### config.mk
export PLATFORM = sky130hd
export DESIGN_NAME = osc_tick_ctrl_flat
export DESIGN_NICKNAME = d
export VERILOG_FILES = /design/src/rtl/osc_tick_ctrl_pkg.sv /design/src/rtl/osc_tick_ctrl_if.sv /design/src/rtl/osc_tick_ctrl_mod_counter.sv /design/src/rtl/osc_tick_ctrl.sv /design/src/flat_wrapper.sv
export SDC_FILE = /design/constraint.sdc
export NUM_CORES = 1
export LEC_CHECK = 0
export CAP_MARGIN = 20
export CORE_MARGIN = 3
export CORE_UTILIZATION = 35
export CTS_BUF_LIST = sky130_fd_sc_hd__clkbuf_2 sky130_fd_sc_hd__clkbuf_4 sky130_fd_sc_hd__clkbuf_8
export CTS_CLUSTER_SIZE = 16
export DETAILED_ROUTE_END_ITERATION = 16
export HOLD_SLACK_MARGIN = 0.08
export PLACE_DENSITY = 0.51
export SLEW_MARGIN = 0
export SYNTH_ARGS = -nofsm -noshare
export SYNTH_HDL_FRONTEND = slang
export SYNTH_SLANG_ARGS = --single-unit
### constraint.sdc
create_clock -name clk -period 5.35 [get_ports clk]
set_clock_uncertainty 0.15 [all_clocks]
set_input_delay 0.8025 -clock clk [delete_from_list [all_inputs] [get_ports clk]]
set_output_delay 0.8025 -clock clk [all_outputs]
set_load 0.005 [all_outputs]
### src/rtl/osc_tick_ctrl_pkg.sv
// osc_pkg: shared types, default parameters and a width helper for the
// PT2262/PT2272 oscillator tick controller.
package osc_pkg;

    typedef enum logic [1:0] {
        IDLE      = 2'd0,
        RUN       = 2'd1,
        STOP_PEND = 2'd2
    } osc_state_t;

    localparam int OSC_DIV_W         = 16;
    localparam int OSC_DEFAULT_DIV   = 100;
    localparam int OSC_ALPHA_PER_BIT = 32;

    // Width able to hold the modulus value itself (not just modulus-1),
    // so a counter can be handed its modulus as a plain input.
    function automatic int cnt_width(input int m);
        int w;
        w = $clog2(m + 1);
        if (w < 1) w = 1;
        return w;
    endfunction

endpackage

### src/rtl/osc_tick_ctrl_if.sv
// osc_if: control, configuration and tick bundle of the oscillator tick
// controller. Optional clk_out member exists only with OSC_TICK_CLKOUT_EN.
interface osc_if #(
    parameter int DIV_W = 16
);
    logic             start;
    logic             stop;
    logic             cfg_valid;
    logic [DIV_W-1:0] cfg_div;
    logic             cfg_ready;
    logic             cfg_err;
    logic             running;
    logic             alpha_tick;
    logic             bit_tick;
    logic             done;
`ifdef OSC_TICK_CLKOUT_EN
    logic             clk_out;
`endif

    modport master (
`ifdef OSC_TICK_CLKOUT_EN
        input  clk_out,
`endif
        output start, stop, cfg_valid, cfg_div,
        input  cfg_ready, cfg_err, running, alpha_tick, bit_tick, done
    );

    modport slave (
`ifdef OSC_TICK_CLKOUT_EN
        output clk_out,
`endif
        input  start, stop, cfg_valid, cfg_div,
        output cfg_ready, cfg_err, running, alpha_tick, bit_tick, done
    );

endinterface

### src/rtl/osc_tick_ctrl_mod_counter.sv
// osc_mod_counter: modulo-M counter with enable, synchronous clear and a
// terminal-count flag. The modulus may change while the count sits at 0.
module osc_mod_counter #(
    parameter int W = 16
) (
    input  logic         clk,
    input  logic         rst_n,
    input  logic         i_en,
    input  logic         i_clr,
    input  logic [W-1:0] i_mod,
    output logic         o_tc
);
    localparam logic [W-1:0] ONE = W'(1);

    logic [W-1:0] r_cnt;
    logic         w_tc;

    // ">=" keeps the counter from running away if the modulus ever shrinks
    // below the current count; it then simply wraps on the next enable.
    assign w_tc = (r_cnt >= (i_mod - ONE));
    assign o_tc = w_tc;

    // Count on enable, wrap at terminal count, clear overrides everything.
    always_ff @(posedge clk or negedge rst_n) begin
        if (!rst_n) begin
            r_cnt <= '0;
        end else if (i_clr) begin
            r_cnt <= '0;
        end else if (i_en) begin
            r_cnt <= w_tc ? '0 : (r_cnt + ONE);
        end
    end

endmodule

### src/rtl/osc_tick_ctrl.sv
// osc_tick_ctrl: oscillator divider chain for the PT2262/PT2272 codec.
// Produces the alpha (oscillator period) tick and the bit-period tick,
// sequences start/stop on bit boundaries and swaps divisors only between
// bit periods. Optional square-wave output: define OSC_TICK_CLKOUT_EN.
module osc_tick_ctrl
    import osc_pkg::*;
#(
    parameter int DIV_W         = OSC_DIV_W,
    parameter int DEFAULT_DIV   = OSC_DEFAULT_DIV,
    parameter int ALPHA_PER_BIT = OSC_ALPHA_PER_BIT
) (
    input  logic  clk,
    input  logic  rst_n,
    osc_if.slave  bus
);
    localparam int               BW  = cnt_width(ALPHA_PER_BIT);
    localparam logic [BW-1:0]    APB = BW'(ALPHA_PER_BIT);
    localparam logic [DIV_W-1:0] DEF = DIV_W'(DEFAULT_DIV);

    osc_state_t       r_state;
    osc_state_t       w_state_nxt;
    logic [DIV_W-1:0] r_div_q;
    logic [DIV_W-1:0] r_shadow;
    logic             r_pending;
    logic             r_done;
    logic             r_cfg_err;

    logic             w_running;
    logic             w_a_tc;
    logic             w_b_tc;
    logic             w_alpha;
    logic             w_bit;
    logic             w_to_idle;
    logic             w_cnt_clr;
    logic             w_xfer;
    logic             w_div_zero;

    assign w_running  = (r_state != IDLE);
    assign w_alpha    = w_running & w_a_tc;
    assign w_bit      = w_alpha & w_b_tc;
    assign w_cnt_clr  = (w_state_nxt == IDLE);
    assign w_xfer     = bus.cfg_valid & ~r_pending;
    assign w_div_zero = (bus.cfg_div == '0);

    osc_mod_counter #(.W(DIV_W)) u_alpha_cnt (
        .clk   (clk),
        .rst_n (rst_n),
        .i_en  (w_running),
        .i_clr (w_cnt_clr),
        .i_mod (r_div_q),
        .o_tc  (w_a_tc)
    );

    osc_mod_counter #(.W(BW)) u_bit_cnt (
        .clk   (clk),
        .rst_n (rst_n),
        .i_en  (w_alpha),
        .i_clr (w_cnt_clr),
        .i_mod (APB),
        .o_tc  (w_b_tc)
    );

    // State register.
    always_ff @(posedge clk or negedge rst_n) begin
        if (!rst_n) begin
            r_state <= IDLE;
        end else begin
            r_state <= w_state_nxt;
        end
    end

    // Next-state logic: stop always beats start, and a pending stop only
    // completes on a bit boundary so consumers never see a partial bit.
    always_comb begin
        w_state_nxt = r_state;
        w_to_idle   = 1'b0;
        case (r_state)
            IDLE: begin
                if (bus.start && !bus.stop) w_state_nxt = RUN;
            end
            RUN: begin
                if (bus.stop) w_state_nxt = STOP_PEND;
            end
            STOP_PEND: begin
                if (w_bit) begin
                    w_state_nxt = IDLE;
                    w_to_idle   = 1'b1;
                end else if (bus.start && !bus.stop) begin
                    w_state_nxt = RUN;
                end
            end
            default: begin
                w_state_nxt = IDLE;
            end
        endcase
    end

    // Divisor handshake: direct load while idle, otherwise park the value in
    // the shadow and apply it right after the next bit boundary. Leaving to
    // IDLE always happens on a bit boundary, so the shadow lands there too.
    always_ff @(posedge clk or negedge rst_n) begin
        if (!rst_n) begin
            r_div_q   <= DEF;
            r_shadow  <= '0;
            r_pending <= 1'b0;
            r_cfg_err <= 1'b0;
        end else begin
            r_cfg_err <= w_xfer & w_div_zero;
            if (r_pending && w_bit) begin
                r_div_q   <= r_shadow;
                r_pending <= 1'b0;
            end else if (w_xfer && !w_div_zero) begin
                if (r_state == IDLE) begin
                    r_div_q <= bus.cfg_div;
                end else begin
                    r_shadow  <= bus.cfg_div;
                    r_pending <= 1'b1;
                end
            end
        end
    end

    // Completion pulse on the cycle the FSM has settled back in IDLE.
    always_ff @(posedge clk or negedge rst_n) begin
        if (!rst_n) begin
            r_done <= 1'b0;
        end else begin
            r_done <= w_to_idle;
        end
    end

    assign bus.cfg_ready  = ~r_pending;
    assign bus.cfg_err    = r_cfg_err;
    assign bus.running    = w_running;
    assign bus.alpha_tick = w_alpha;
    assign bus.bit_tick   = w_bit;
    assign bus.done       = r_done;

`ifdef OSC_TICK_CLKOUT_EN
    logic r_clk_out;

    // Square wave of period 2N, parked low whenever the chain goes idle.
    always_ff @(posedge clk or negedge rst_n) begin
        if (!rst_n) begin
            r_clk_out <= 1'b0;
        end else if (w_to_idle) begin
            r_clk_out <= 1'b0;
        end else if (w_alpha) begin
            r_clk_out <= ~r_clk_out;
        end
    end

    assign bus.clk_out = r_clk_out;
`endif

endmodule

### src/flat_wrapper.sv
// flat-port wrapper written by rule: the top's interface ports become plain ports
module osc_tick_ctrl_flat import osc_pkg::*;
#(
    parameter int DIV_W         = OSC_DIV_W,
    parameter int DEFAULT_DIV   = OSC_DEFAULT_DIV,
    parameter int ALPHA_PER_BIT = OSC_ALPHA_PER_BIT
)
  (clk, rst_n, bus_start, bus_stop, bus_cfg_valid, bus_cfg_div, bus_cfg_ready, bus_cfg_err, bus_running, bus_alpha_tick, bus_bit_tick, bus_done);
  osc_if #(.DIV_W(DIV_W)) bus_i ();
  input  logic clk;
  input  logic rst_n;
  input wire logic [$bits(bus_i.start)-1:0] bus_start;
  input wire logic [$bits(bus_i.stop)-1:0] bus_stop;
  input wire logic [$bits(bus_i.cfg_valid)-1:0] bus_cfg_valid;
  input wire logic [$bits(bus_i.cfg_div)-1:0] bus_cfg_div;
  output wire logic [$bits(bus_i.cfg_ready)-1:0] bus_cfg_ready;
  output wire logic [$bits(bus_i.cfg_err)-1:0] bus_cfg_err;
  output wire logic [$bits(bus_i.running)-1:0] bus_running;
  output wire logic [$bits(bus_i.alpha_tick)-1:0] bus_alpha_tick;
  output wire logic [$bits(bus_i.bit_tick)-1:0] bus_bit_tick;
  output wire logic [$bits(bus_i.done)-1:0] bus_done;
  assign bus_i.start = bus_start;
  assign bus_i.stop = bus_stop;
  assign bus_i.cfg_valid = bus_cfg_valid;
  assign bus_i.cfg_div = bus_cfg_div;
  assign bus_cfg_ready = bus_i.cfg_ready;
  assign bus_cfg_err = bus_i.cfg_err;
  assign bus_running = bus_i.running;
  assign bus_alpha_tick = bus_i.alpha_tick;
  assign bus_bit_tick = bus_i.bit_tick;
  assign bus_done = bus_i.done;
  osc_tick_ctrl #(.DIV_W(DIV_W), .DEFAULT_DIV(DEFAULT_DIV), .ALPHA_PER_BIT(ALPHA_PER_BIT)) u_core (.clk(clk), .rst_n(rst_n), .bus(bus_i));
endmodule
==> results.tsv <==
metric	value	unit
CP cell instances	inv_1 -> ha_1 -> nand2_1 -> or3_1 -> or3_1 -> nor4_2 -> xnor2_1 -> ha_1 -> and4_4 -> nand2_2 -> o311a_4 -> a21oi_2 -> nor2b_1 -> clkdlybuf4s50_1	
drt via density	4.93	
Initial Util	36.5	%
CP required	4.40	ns
Min-Delay Path Class	flip-flop to flip-flop	
PortBufs	26	
core area	9330	um2
reg2reg start	u_core.r_div_q[0]	
Gate power share	7.8	%
CTS Buffer Depth	2	
crit-path max cell delay	0.52	ns
Routed WL per cell	14.2	um
slew margin rel.	39.5	%
power per standard cell area	240	nW/um2
H-tree levels	3	
Worst-Skew Late Latency	0.34	ns
Tot GR Track Use	13.7	%
final worst slack	0.319	ns
dominant cell type by area after synthesis	dfrtp_1	
final hold viol count	0	
die area	11000	um2
dominant synthesized flop cell	dfrtp_1	
Final nets	394	
total grt overflow	0	
GPL Wtd Cong	0.738	
CP arrival	4.08	ns
syn nets	363	
Syn Inst Count	323	
hold endpoint	u_core.bus.cfg_err	
RR Endpoint	u_core.r_div_q[10]	
CP max stage cell	clkdlybuf4s50_1	
DR iter-0 viols	92	
Place WS	0.508	ns
initial antenna violation count	0	
P_sw	241	uW
Tmin final	5.03	ns
number of max-cap violations	0	
Final Setup Violations	0	
worst reg-to-reg path cell count	15	
Root Driver	clkbuf_8	
commonest cells in the netlist	56 x dfrtp_1, 38 x nand2_1, 24 x nor2_1	
clk sinks	59	
Hold Path Origin	u_core.r_pending	
maximum VDD drop	134	uV
reg2reg setup slack	1.28	ns
hold_buf cts	0	
Synth top area share	41.1	%
area growth from synthesis to layout	17.4	%
Post-synth EDFFs	0	
diodes inserted	0	
clock share of power	43.9	%
worst setup path category	flip-flop to primary output	
Setup TNS	0	ns
share of layout cells above drive strength 1	17.8	%
vias in the first global route	2459	
Total Wirelength	6.91	mm
CTS tree	yes	
top-count cell post-synth	dfrtp_1	
detailed placement HPWL	4.92	mm
Die W	105	um
Static Leak	0.00179	uW
Tot Pwr	961	uW
switch share	25.1	%
Worst Path Max Fanout	6	
Routed Antenna Nets	0	
Die H	105	um
Vias	2407	
first-pass GRT wire length	12.0	mm
clock transition at the registers of the reported paths	0.08	ns
Netlist cell types	49	
cell-internal power	719	uW
#FFs+latches synth	59	
Netlist Area Pre-Place	3410	um2
DRC	0	
syn_area_per_cell	10.5	um2
Top-Level Pins	27	
status	complete, no violations	
fmax	0.199	GHz
Synth Warn #	0	
num rows	35	
sequential area share after synthesis	43.5	%
period utilization	94.0	%
Slew @ Worst Pin	0.905	ns
CP Capture Type	primary output	
Async SR Flop Fraction	100	%
Area contributors post-synth	dfrtp_1 41%, ha_1 7.0%, mux2i_1 5.3%	
Fillers	904	
Pins Over Slew Limit	0	
part of the power in registers	48.3	%
Num CTS Buffers	9	
largest net degree at the start of global routing	60	
RSZ-0062 raised after global routing	false	
crit start category	flip-flop	
first drt pass iteration count	4	
WHS Path Cells	1	
## layout by cell type (no fill, tap or decap), drive strengths merged, types with 7 or more instances in the layout
master	Yosys	routed
xnor2	11	11
clkbuf	2	11
nand3	12	12
o21ai	21	21
dfrtp	56	56
mux2i	18	18
clkdlybuf4s50	0	25
xor2	16	16
nor4	7	7
nor2	25	25
mux2	16	16
a21oi	13	13
ha	19	19
nand2	39	39
## worst max-delay path by stage
| stage | startpoint | end | slack (ns) | depth (start not counted) |
|---|---|---|---|---|
| after CTS | u_core.r_div_q[0] | bus_bit_tick | 0.14 | 14 |
| after global routing | u_core.r_div_q[0] | bus_bit_tick | 0.03 | 14 |
| after global placement | u_core.r_div_q[0] | bus_bit_tick | 0.61 | 14 |
| after detailed placement | u_core.r_div_q[0] | bus_bit_tick | 0.51 | 14 |
| final | u_core.r_div_q[0] | bus_bit_tick | 0.32 | 14 |
| after floorplan | u_core.r_div_q[0] | bus_bit_tick | 1.08 | 14 |
## final cells by class
type                       instances  area, um2  share of cell area, %
clock buffer                      11        145                   3.63
timing repair buffer              29        278                   6.95
inverter                           7       26.3                  0.657
clock inverter                     5       62.6                   1.56
sequential                        59       1480                   37.0
multi-input combinational        248       1840                   46.1
tap                              129        161                   4.04
## routing by layer
metal	vias up	wire, um	GRT usage (%)
li1	1218	-	-
met1	1159	3530	18.5
met4	0	135	6.47
met2	21	3090	21.1
met5	-	0	0
met3	9	151	2.72
## logic make-up (layout without fill, tap and decap cells)
family	after synthesis	count (layout)	synth area share [%]
simple gates	118	118	17.5
compound gates	50	50	11.8
mux	34	34	10.6
xor+xnor	27	27	6.94
fa+ha+maj	19	19	6.98
buf+inv	16	52	2.68
flops	59	59	43.5
## power by group through the flow
stage | Sequential, uW | Combinational [uW] | Clock [uW]
detailed placement | 472 | 76.9 | 0
global route | 465 | 86.4 | 455
global placement | 472 | 76.9 | 0
CTS | 464 | 76.9 | 435
floorplan | 468 | 39.3 | 0
finish | 464 | 74.9 | 422
## sequential cells by signal, summed over array words and instances (netlist names)
register / flops
u_core.r_div_q: 16
u_core.r_shadow: 16
u_core.u_alpha_cnt.r_cnt: 16
u_core.u_bit_cnt.r_cnt: 6
u_core.r_state: 2
u_core.bus.cfg_err: 1
u_core.bus.done: 1
u_core.r_pending: 1
## through the flow
stage               area [um2]  cells  hold slack, ns  utilization (%)
floorplan                 3410    323           0.257                -
global placement          3780    472           0.264             40.5
detailed placement        3780    472           0.266             40.5
CTS                       3990    488           0.278             42.7
global route              4000    488           0.304             42.9
finish                    4000    488           0.278             42.9
## repair_timing
action                     4_1_cts  5_1_grt
buffers inserted                 0        0
setup endpoints to repair        0        2
resized for setup                0        2
## critical path, delay by kind of cell (launching register included)
kind	cells	cell delay, ns
and+or+nand+nor	7	1.53
buffers and inverters	2	0.62
AOI/OAI and AO/OA	2	0.60
adders and majority gates	2	0.51
DFF	1	0.39
xor gates and xnor gates	1	0.11
Note: power is estimated with default switching activity, not from simulation.
